**config.mk**
```make
export PLATFORM = sky130hd
export DESIGN_NAME = alu_sequencer
export DESIGN_NICKNAME = d
export VERILOG_FILES = /design/src/rtl/alu_sequencer.sv
export SDC_FILE = /design/constraint.sdc
export NUM_CORES = 1
export LEC_CHECK = 0
export ABC_AREA = 1
export BUFFER_PORTS_ARGS = -buffer_cell sky130_fd_sc_hd__buf_2
export CAP_MARGIN = 0
export CELL_PAD_IN_SITES_DETAIL_PLACEMENT = 1
export CELL_PAD_IN_SITES_GLOBAL_PLACEMENT = 1
export CORE_MARGIN = 8
export CORE_UTILIZATION = 39
export CTS_BUF_LIST = sky130_fd_sc_hd__clkbuf_4
export CTS_CLUSTER_SIZE = 30
export DETAILED_ROUTE_END_ITERATION = 8
export PLACE_DENSITY = 0.88
export SYNTH_ARGS = -nofsm -noshare
export SYNTH_HDL_FRONTEND = slang
export SYNTH_SLANG_ARGS = --single-unit
```
**constraint.sdc**
```tcl
create_clock -name i_Clk -period 3.4 [get_ports i_Clk]
set_input_delay 0.51 -clock i_Clk [delete_from_list [all_inputs] [get_ports i_Clk]]
set_output_delay 0.51 -clock i_Clk [all_outputs]
set_load 0.03 [all_outputs]
```
**src/rtl/alu_sequencer.sv**
```systemverilog
// Bus command encodings, opcodes and flag bits shared with the ALU, plus the
// sequencer that loads operands, triggers a compute and reads back Y and F.
package alu_seq_pkg;
  localparam logic [3:0] COM_NOP     = 4'd0;
  localparam logic [3:0] COM_LATCHA  = 4'd1;
  localparam logic [3:0] COM_LATCHB  = 4'd2;
  localparam logic [3:0] COM_LATCHOP = 4'd3;
  localparam logic [3:0] COM_LATCHF  = 4'd4;
  localparam logic [3:0] COM_COMPUTE = 4'd5;
  localparam logic [3:0] COM_OUTPUTY = 4'd6;
  localparam logic [3:0] COM_OUTPUTF = 4'd7;

  localparam logic [3:0] OP_ADD = 4'd0;
  localparam logic [3:0] OP_ADC = 4'd1;

  localparam int F_CARRY = 0;
  localparam int F_ZERO  = 1;
endpackage

module alu_sequencer
  import alu_seq_pkg::*;
#(
  parameter int WORDSIZE = 16,
  parameter int CMD_W    = 4
) (
  input  logic                i_Clk,
  input  logic                i_Reset,
  input  logic                i_req_valid,
  output logic                o_req_ready,
  input  logic [WORDSIZE-1:0] i_a,
  input  logic [WORDSIZE-1:0] i_b,
  input  logic [3:0]          i_op,
  input  logic [WORDSIZE-1:0] i_flags,
  input  logic                i_use_flags,
  output logic [CMD_W-1:0]    o_command,
  output logic [WORDSIZE-1:0] o_data,
  output logic                o_valid,
  input  logic [WORDSIZE-1:0] i_data,
  input  logic                i_valid,
  output logic                o_rsp_valid,
  input  logic                i_rsp_ready,
  output logic [WORDSIZE-1:0] o_y,
  output logic [WORDSIZE-1:0] o_f,
  output logic                o_rsp_err
);

  typedef enum logic [3:0] {
    IDLE, LOAD_A, LOAD_B, LOAD_OP, LOAD_F, COMPUTE, READ_Y, READ_F, RESP
  } state_t;

  typedef struct packed {
    logic [WORDSIZE-1:0] a;
    logic [WORDSIZE-1:0] b;
    logic [WORDSIZE-1:0] flags;
    logic [3:0]          op;
    logic                use_flags;
  } req_t;

  state_t state;
  req_t   req;

  // Bus outputs are registered: each transition loads the drive values of the
  // state being entered, so the command lines up exactly with the state.
  always_ff @(posedge i_Clk or posedge i_Reset) begin
    if (i_Reset) begin
      state       <= IDLE;
      req         <= '0;
      o_req_ready <= 1'b1;
      o_command   <= CMD_W'(COM_NOP);
      o_data      <= '0;
      o_valid     <= 1'b0;
      o_rsp_valid <= 1'b0;
      o_y         <= '0;
      o_f         <= '0;
      o_rsp_err   <= 1'b0;
    end else begin
      case (state)
        IDLE: if (i_req_valid && o_req_ready) begin
          req         <= '{a: i_a, b: i_b, flags: i_flags, op: i_op, use_flags: i_use_flags};
          o_rsp_err   <= 1'b0;
          o_req_ready <= 1'b0;
          state       <= LOAD_A;
          o_command   <= CMD_W'(COM_LATCHA);
          o_data      <= i_a;
          o_valid     <= 1'b1;
        end
        LOAD_A: begin
          state     <= LOAD_B;
          o_command <= CMD_W'(COM_LATCHB);
          o_data    <= req.b;
          o_valid   <= 1'b1;
        end
        LOAD_B: begin
          state     <= LOAD_OP;
          o_command <= CMD_W'(COM_LATCHOP);
          o_data    <= WORDSIZE'(req.op);
          o_valid   <= 1'b1;
        end
        LOAD_OP: if (req.use_flags) begin
          state     <= LOAD_F;
          o_command <= CMD_W'(COM_LATCHF);
          o_data    <= req.flags;
          o_valid   <= 1'b1;
        end else begin
          state     <= COMPUTE;
          o_command <= CMD_W'(COM_COMPUTE);
          o_data    <= '0;
          o_valid   <= 1'b0;
        end
        LOAD_F: begin
          state     <= COMPUTE;
          o_command <= CMD_W'(COM_COMPUTE);
          o_data    <= '0;
          o_valid   <= 1'b0;
        end
        COMPUTE: begin
          state     <= READ_Y;
          o_command <= CMD_W'(COM_OUTPUTY);
        end
        READ_Y: begin
          o_y       <= i_data;
          if (!i_valid) o_rsp_err <= 1'b1;
          state     <= READ_F;
          o_command <= CMD_W'(COM_OUTPUTF);
        end
        READ_F: begin
          o_f         <= i_data;
          if (!i_valid) o_rsp_err <= 1'b1;
          state       <= RESP;
          o_command   <= CMD_W'(COM_NOP);
          o_rsp_valid <= 1'b1;
        end
        RESP: if (i_rsp_ready) begin
          state       <= IDLE;
          o_rsp_valid <= 1'b0;
          o_req_ready <= 1'b1;
        end
        default: begin
          state       <= IDLE;
          o_req_ready <= 1'b1;
          o_rsp_valid <= 1'b0;
          o_command   <= CMD_W'(COM_NOP);
          o_data      <= '0;
          o_valid     <= 1'b0;
        end
      endcase
    end
  end

endmodule

```
# ---- After elaboration in Yosys (flattened, before gate mapping)
# Index checks and enable logic that the tools add are counted.
dict set report classes {
  n_eq_ne 11
  mux 18
  bitwise_logic 4
  n_reduce_logical 15
}
# op n
set ops {}
lappend ops {{$pmux 16 s5} 1}
lappend ops {{$pmux 4 s9} 1}
lappend ops {{$mux 16} 2}
lappend ops {{$pmux 4 s8} 1}
lappend ops {{$eq 4x3->1 const B} 4}
lappend ops {{$reduce_or 7->1} 2}
lappend ops {{$reduce_and 2->1} 5}
lappend ops {{$eq 4x2->1 const B} 2}
lappend ops {{$mux 4} 2}
lappend ops {{$mux 1} 7}
lappend ops {{$ne 2x2->1 const B} 3}
lappend ops {{$pmux 1 s3} 2}
lappend ops {{$reduce_and 3->1} 2}
lappend ops {{$eq 4x1->1 const B} 1}
lappend ops {{$eq 4x4->1 const B} 1}
lappend ops {{$logic_not 4->1} 1}
lappend ops {{$not 1->1} 4}
lappend ops {{$pmux 1 s4} 1}
lappend ops {{$reduce_or 2->1} 2}
lappend ops {{$reduce_or 4->1} 1}
lappend ops {{$pmux 1 s2} 1}
lappend ops {{$reduce_bool 2->1} 1}
lappend ops {{$logic_and 1x1->1} 1}
dict set report word_totals {
  reg_bits 97
  inputBits 74
  elab_cells 61
}

# ---- Logic depth before layout (Yosys ltp)
dict set report depth {
  ltp_word 4
  mapped_depth 9
  mapped_depth_nobuf 7
}

# ---- Worst setup path after synthesis
# Ideal clock, no wire load.
dict set report synth_timing {
  path_type {register to register}
  from {register o_req_ready}
  to {register o_valid}
  setup_ps 121
  t_arrival_ps 1342
  slack_ps 1937
  path_stages_with_launch 7
  path_cell_list {dfstp_2 nand2_1 o211ai_2 nand2_2 buf_4 nand2_1 nand2_1}
}
dict set report synth_between {
  elab_chain_len 3
}
# element line_no
set synth_rtl {}
lappend synth_rtl {{from (decl)} 29} ;# output logic o_req_ready,
lappend synth_rtl {{from (signal assigned)} 68} ;# o_req_ready <= 1'b1;
lappend synth_rtl {{from (signal assigned)} 81} ;# o_req_ready <= 1'b0;
lappend synth_rtl {{from (signal assigned)} 136} ;# o_req_ready <= 1'b1;
lappend synth_rtl {{$logic_and 1x1->1} 78} ;# IDLE: if (i_req_valid && o_req_ready) begin
lappend synth_rtl {{$ne 2x2->1 (no line)} --}
lappend synth_rtl {{$reduce_and 2->1 (no line)} --}
lappend synth_rtl {{to (signal assigned)} 85} ;# o_valid <= 1'b1;
lappend synth_rtl {{to (signal assigned)} 91} ;# o_valid <= 1'b1;
lappend synth_rtl {{to (signal assigned)} 97} ;# o_valid <= 1'b1;
lappend synth_rtl {{to (decl)} 37} ;# output logic o_valid,
# Every way passes these cells.
# A chain may end at the register's enable or synchronous reset.

# ---- Final worst setup path
dict set report layout_timing {
  from {register state[1]}
  to {register req[28] (netlist name)}
}
dict set report layout_between {
  elab_chain_len 2
}
# element line_no
set layout_rtl {}
lappend layout_rtl {{from (decl)} 59} ;# state_t state;
lappend layout_rtl {{from (signal assigned)} 66} ;# state <= IDLE;
lappend layout_rtl {{from (signal assigned)} 82} ;# state <= LOAD_A;
lappend layout_rtl {{from (signal assigned)} 88} ;# state <= LOAD_B;
lappend layout_rtl {{$logic_not 4->1} 77} ;# case (state)
lappend layout_rtl {{$reduce_and 2->1 (no line)} --}
lappend layout_rtl {{to (signal assigned)} 79} ;# req <= '{a: i_a, b: i_b, flags: i_flags, op: i_op, use_flags: i_use_flags};
lappend layout_rtl {{to (decl)} 60} ;# req_t req;
# Every way passes these cells.

==> impl_metrics.json <==
{
  "die_area_um2": 14600,
  "yosys_warnings": 0,
  "final_cell_mix": "232 x nand2_1, 128 x buf_2, 95 x dfrtp_1, 39 x nand3_1, 23 x inv_1",
  "setup_viol": 0,
  "core_area_um2": 10800,
  "postLayoutCoreUtil": 0.474,
  "ios": 130,
  "clk_path_buf_depth": 2,
  "area_delta_synth_final_pct": 19.0,
  "rsz0062_at_grt": "no",
  "status": "complete, no violations",
  "fin_hold_ws_ns": 0.0749,
  "cts_tree": "done",
  "yosysSeqAreaShare": 0.559,
  "startpoint_type": "register",
  "fin_area_um2": 5120,
  "grt_max_degree": 45,
  "viasPerCell": 4.97,
  "hold_viol": 0,
  "r2r_setup_slack_ns": 1.44,
  "overflow": 0,
  "worstMarginPinSlew_ns": 0.826,
  "post_cts_buffers": 0,
  "cp-end-kind": "register",
  "syn_inst": 498,
  "final_common_cell": "nand2_1",
  "crit_end": "req[28]",
  "relSlewSlack": 0.449,
  "synth_nets": 572,
  "via_count": 3774,
  "clock_sinks": 96,
  "cap_viol_max_count": 0,
  "fp.dieH_um": 121,
  "place_ws_ns": 1.44,
  "tns_ns": 0,
  "power_mw": 4.98,
  "yosysUniqueCellTypes": 31,
  "ctsRootBufferMaster": "clkbuf_4",
  "ant_nets": 0,
  "drive_above_1_share": 0.297,
  "cp_max_fo": 39,
  "finalCriticalPeriod_ns": 1.96,
  "fin_nets": 688,
  "synth_area_per_cell_um2": 8.63,
  "synth_area_um2": 4300,
  "slew_viol_final": 0,
  "cp-startpoint": "state[1]",
  "worstPathArrival_ns": 2.37,
  "timing.fmax_ghz": 0.510,
  "leakage_nw": 2.90,
  "reg2reg_to": "req[28]",
  "clkLatencyLatePin_ns": 0.46,
  "io_buffer_count": 128,
  "cts_buffers": 9,
  "worstReg2RegStart": "state[1]",
  "dr.pass1.iters": 4,
  "critPathKind": "register to register",
  "period_share": 0.576,
  "std_cell_rows": 38,
  "hp-class": "input port to async pin",
  "ys_seq_elements": 96,
  "ir_worst_vdd_mv": 0.524,
  "grt_pass1_vias": 4184,
  "wl_per_cell_um": 16.8,
  "clk_pin_slew_ns": 0.15,
  "place_inst": 743,
  "hpwl_mm": 9.35,
  "drt_iter0_drc": 213,
  "fin_cells": 760,
  "cts.htree.levels": 3,
  "cts-resized-gates": 0,
  "track_usage": 0.181,
  "antenna_found_initial": 1,
  "globalplace.congestion": 0.782,
  "hold_buffers": 0,
  "drt-total-wl_mm": 12.8,
  "worst_ep_required_time_ns": 3.81,
  "setup_ws_ns": 1.44,
  "drcViolationCount": 0,
  "start_util": 0.398,
  "grt_first_pass_wirelength_mm": 21.0,
  "placed_area_um2": 4950,
  "r2r_cells": 7,
  "pwr_density_cell_nw_per_um2": 973,
  "fp.dieW_um": 121,
  "skew_ns": 0.0198
}
-- registers in the layout, indices dropped and copies added, names as in the netlist --
register and count:
req 37, o_data 16, o_f 16, o_y 16, state 4, o_command 3
o_req_ready 1, o_rsp_err 1, o_rsp_valid 1, o_valid 1
-- cell type report --
type	instances	area (um^2)
timing repair buffer	131	663
fill	1351	5680
clock buffer	10	75.1
clock inverter	6	83.8
inverter	31	121
tap	140	175
antenna	1	2.50
sequential	96	2400
multi-input combinational	345	1590
-- power by group --
part	switching, mW	total, mW	leakage, nW	internal, mW
Combinational	1.67	2.32	1.62	0.650
Clock	0.389	0.692	0.0801	0.303
Sequential	0.335	1.96	1.21	1.63
Total	2.40	4.98	2.90	2.58
-- layer usage --
metal | routed length, um | track usage
met2 | 6810 | 0.319
met3 | 550 | 0.0382
met5 | 0 | 0
met4 | 239 | 0.0734
met1 | 5200 | 0.208
-- synthesized netlist by cell type (all sizes together) --
| cell | instances | area (um^2) |
|---|---|---|
| clkbuf | 2 | 8.75 |
| o22ai | 1 | 6.26 |
| dfstp | 1 | 26.3 |
| o21ai | 37 | 245 |
| nand4 | 13 | 81.3 |
| nand3b | 4 | 30.0 |
| conb | 1 | 3.75 |
| o211ai | 2 | 20.0 |
| inv | 31 | 119 |
| dfrtp | 95 | 2380 |
| nand2 | 237 | 912 |
| a31oi | 1 | 6.26 |
| buf | 24 | 176 |
| nand3 | 39 | 195 |
| o31ai | 1 | 7.51 |
| a21oi | 1 | 8.76 |
| nor2 | 7 | 70.1 |
| nor3 | 1 | 5.00 |
-- critical path, cell delays in order, from the launching register on --
cell,delay [ns]
dfrtp_1,0.49
inv_2,0.16
nand2_4,0.09
nor2_8,0.24
nand2_4,0.31
inv_4,0.41
nand2_1,0.13
nand2_1,0.08
-- cells by family (layout without fill, tap and decap cells) --
group	count (synthesis)	count (layout)	synth area share
compound gates	43	43	0.0684
simple gates	301	301	0.301
other cells	1	2	0.000872
flops	96	96	0.559
buf+inv	57	178	0.0707
-- worst min-delay path by stage --
| stage | slack (ns) | from | depth (start not counted) | endpoint |
|---|---|---|---|---|
| detailed placement | 0.46 | o_data[15] | 2 | o_data[15] |
| global placement | 0.46 | o_command[1] | 2 | o_command[1] |
| global route | 0.1 | i_Reset | 2 | req[2] |
| CTS | 0.07 | i_Reset | 2 | req[3] |
| floorplan | 0.45 | req[10] | 2 | req[10] |
| finish | 0.07 | i_Reset | 2 | o_y[13] |
Power figures use the tool's default switching activity.
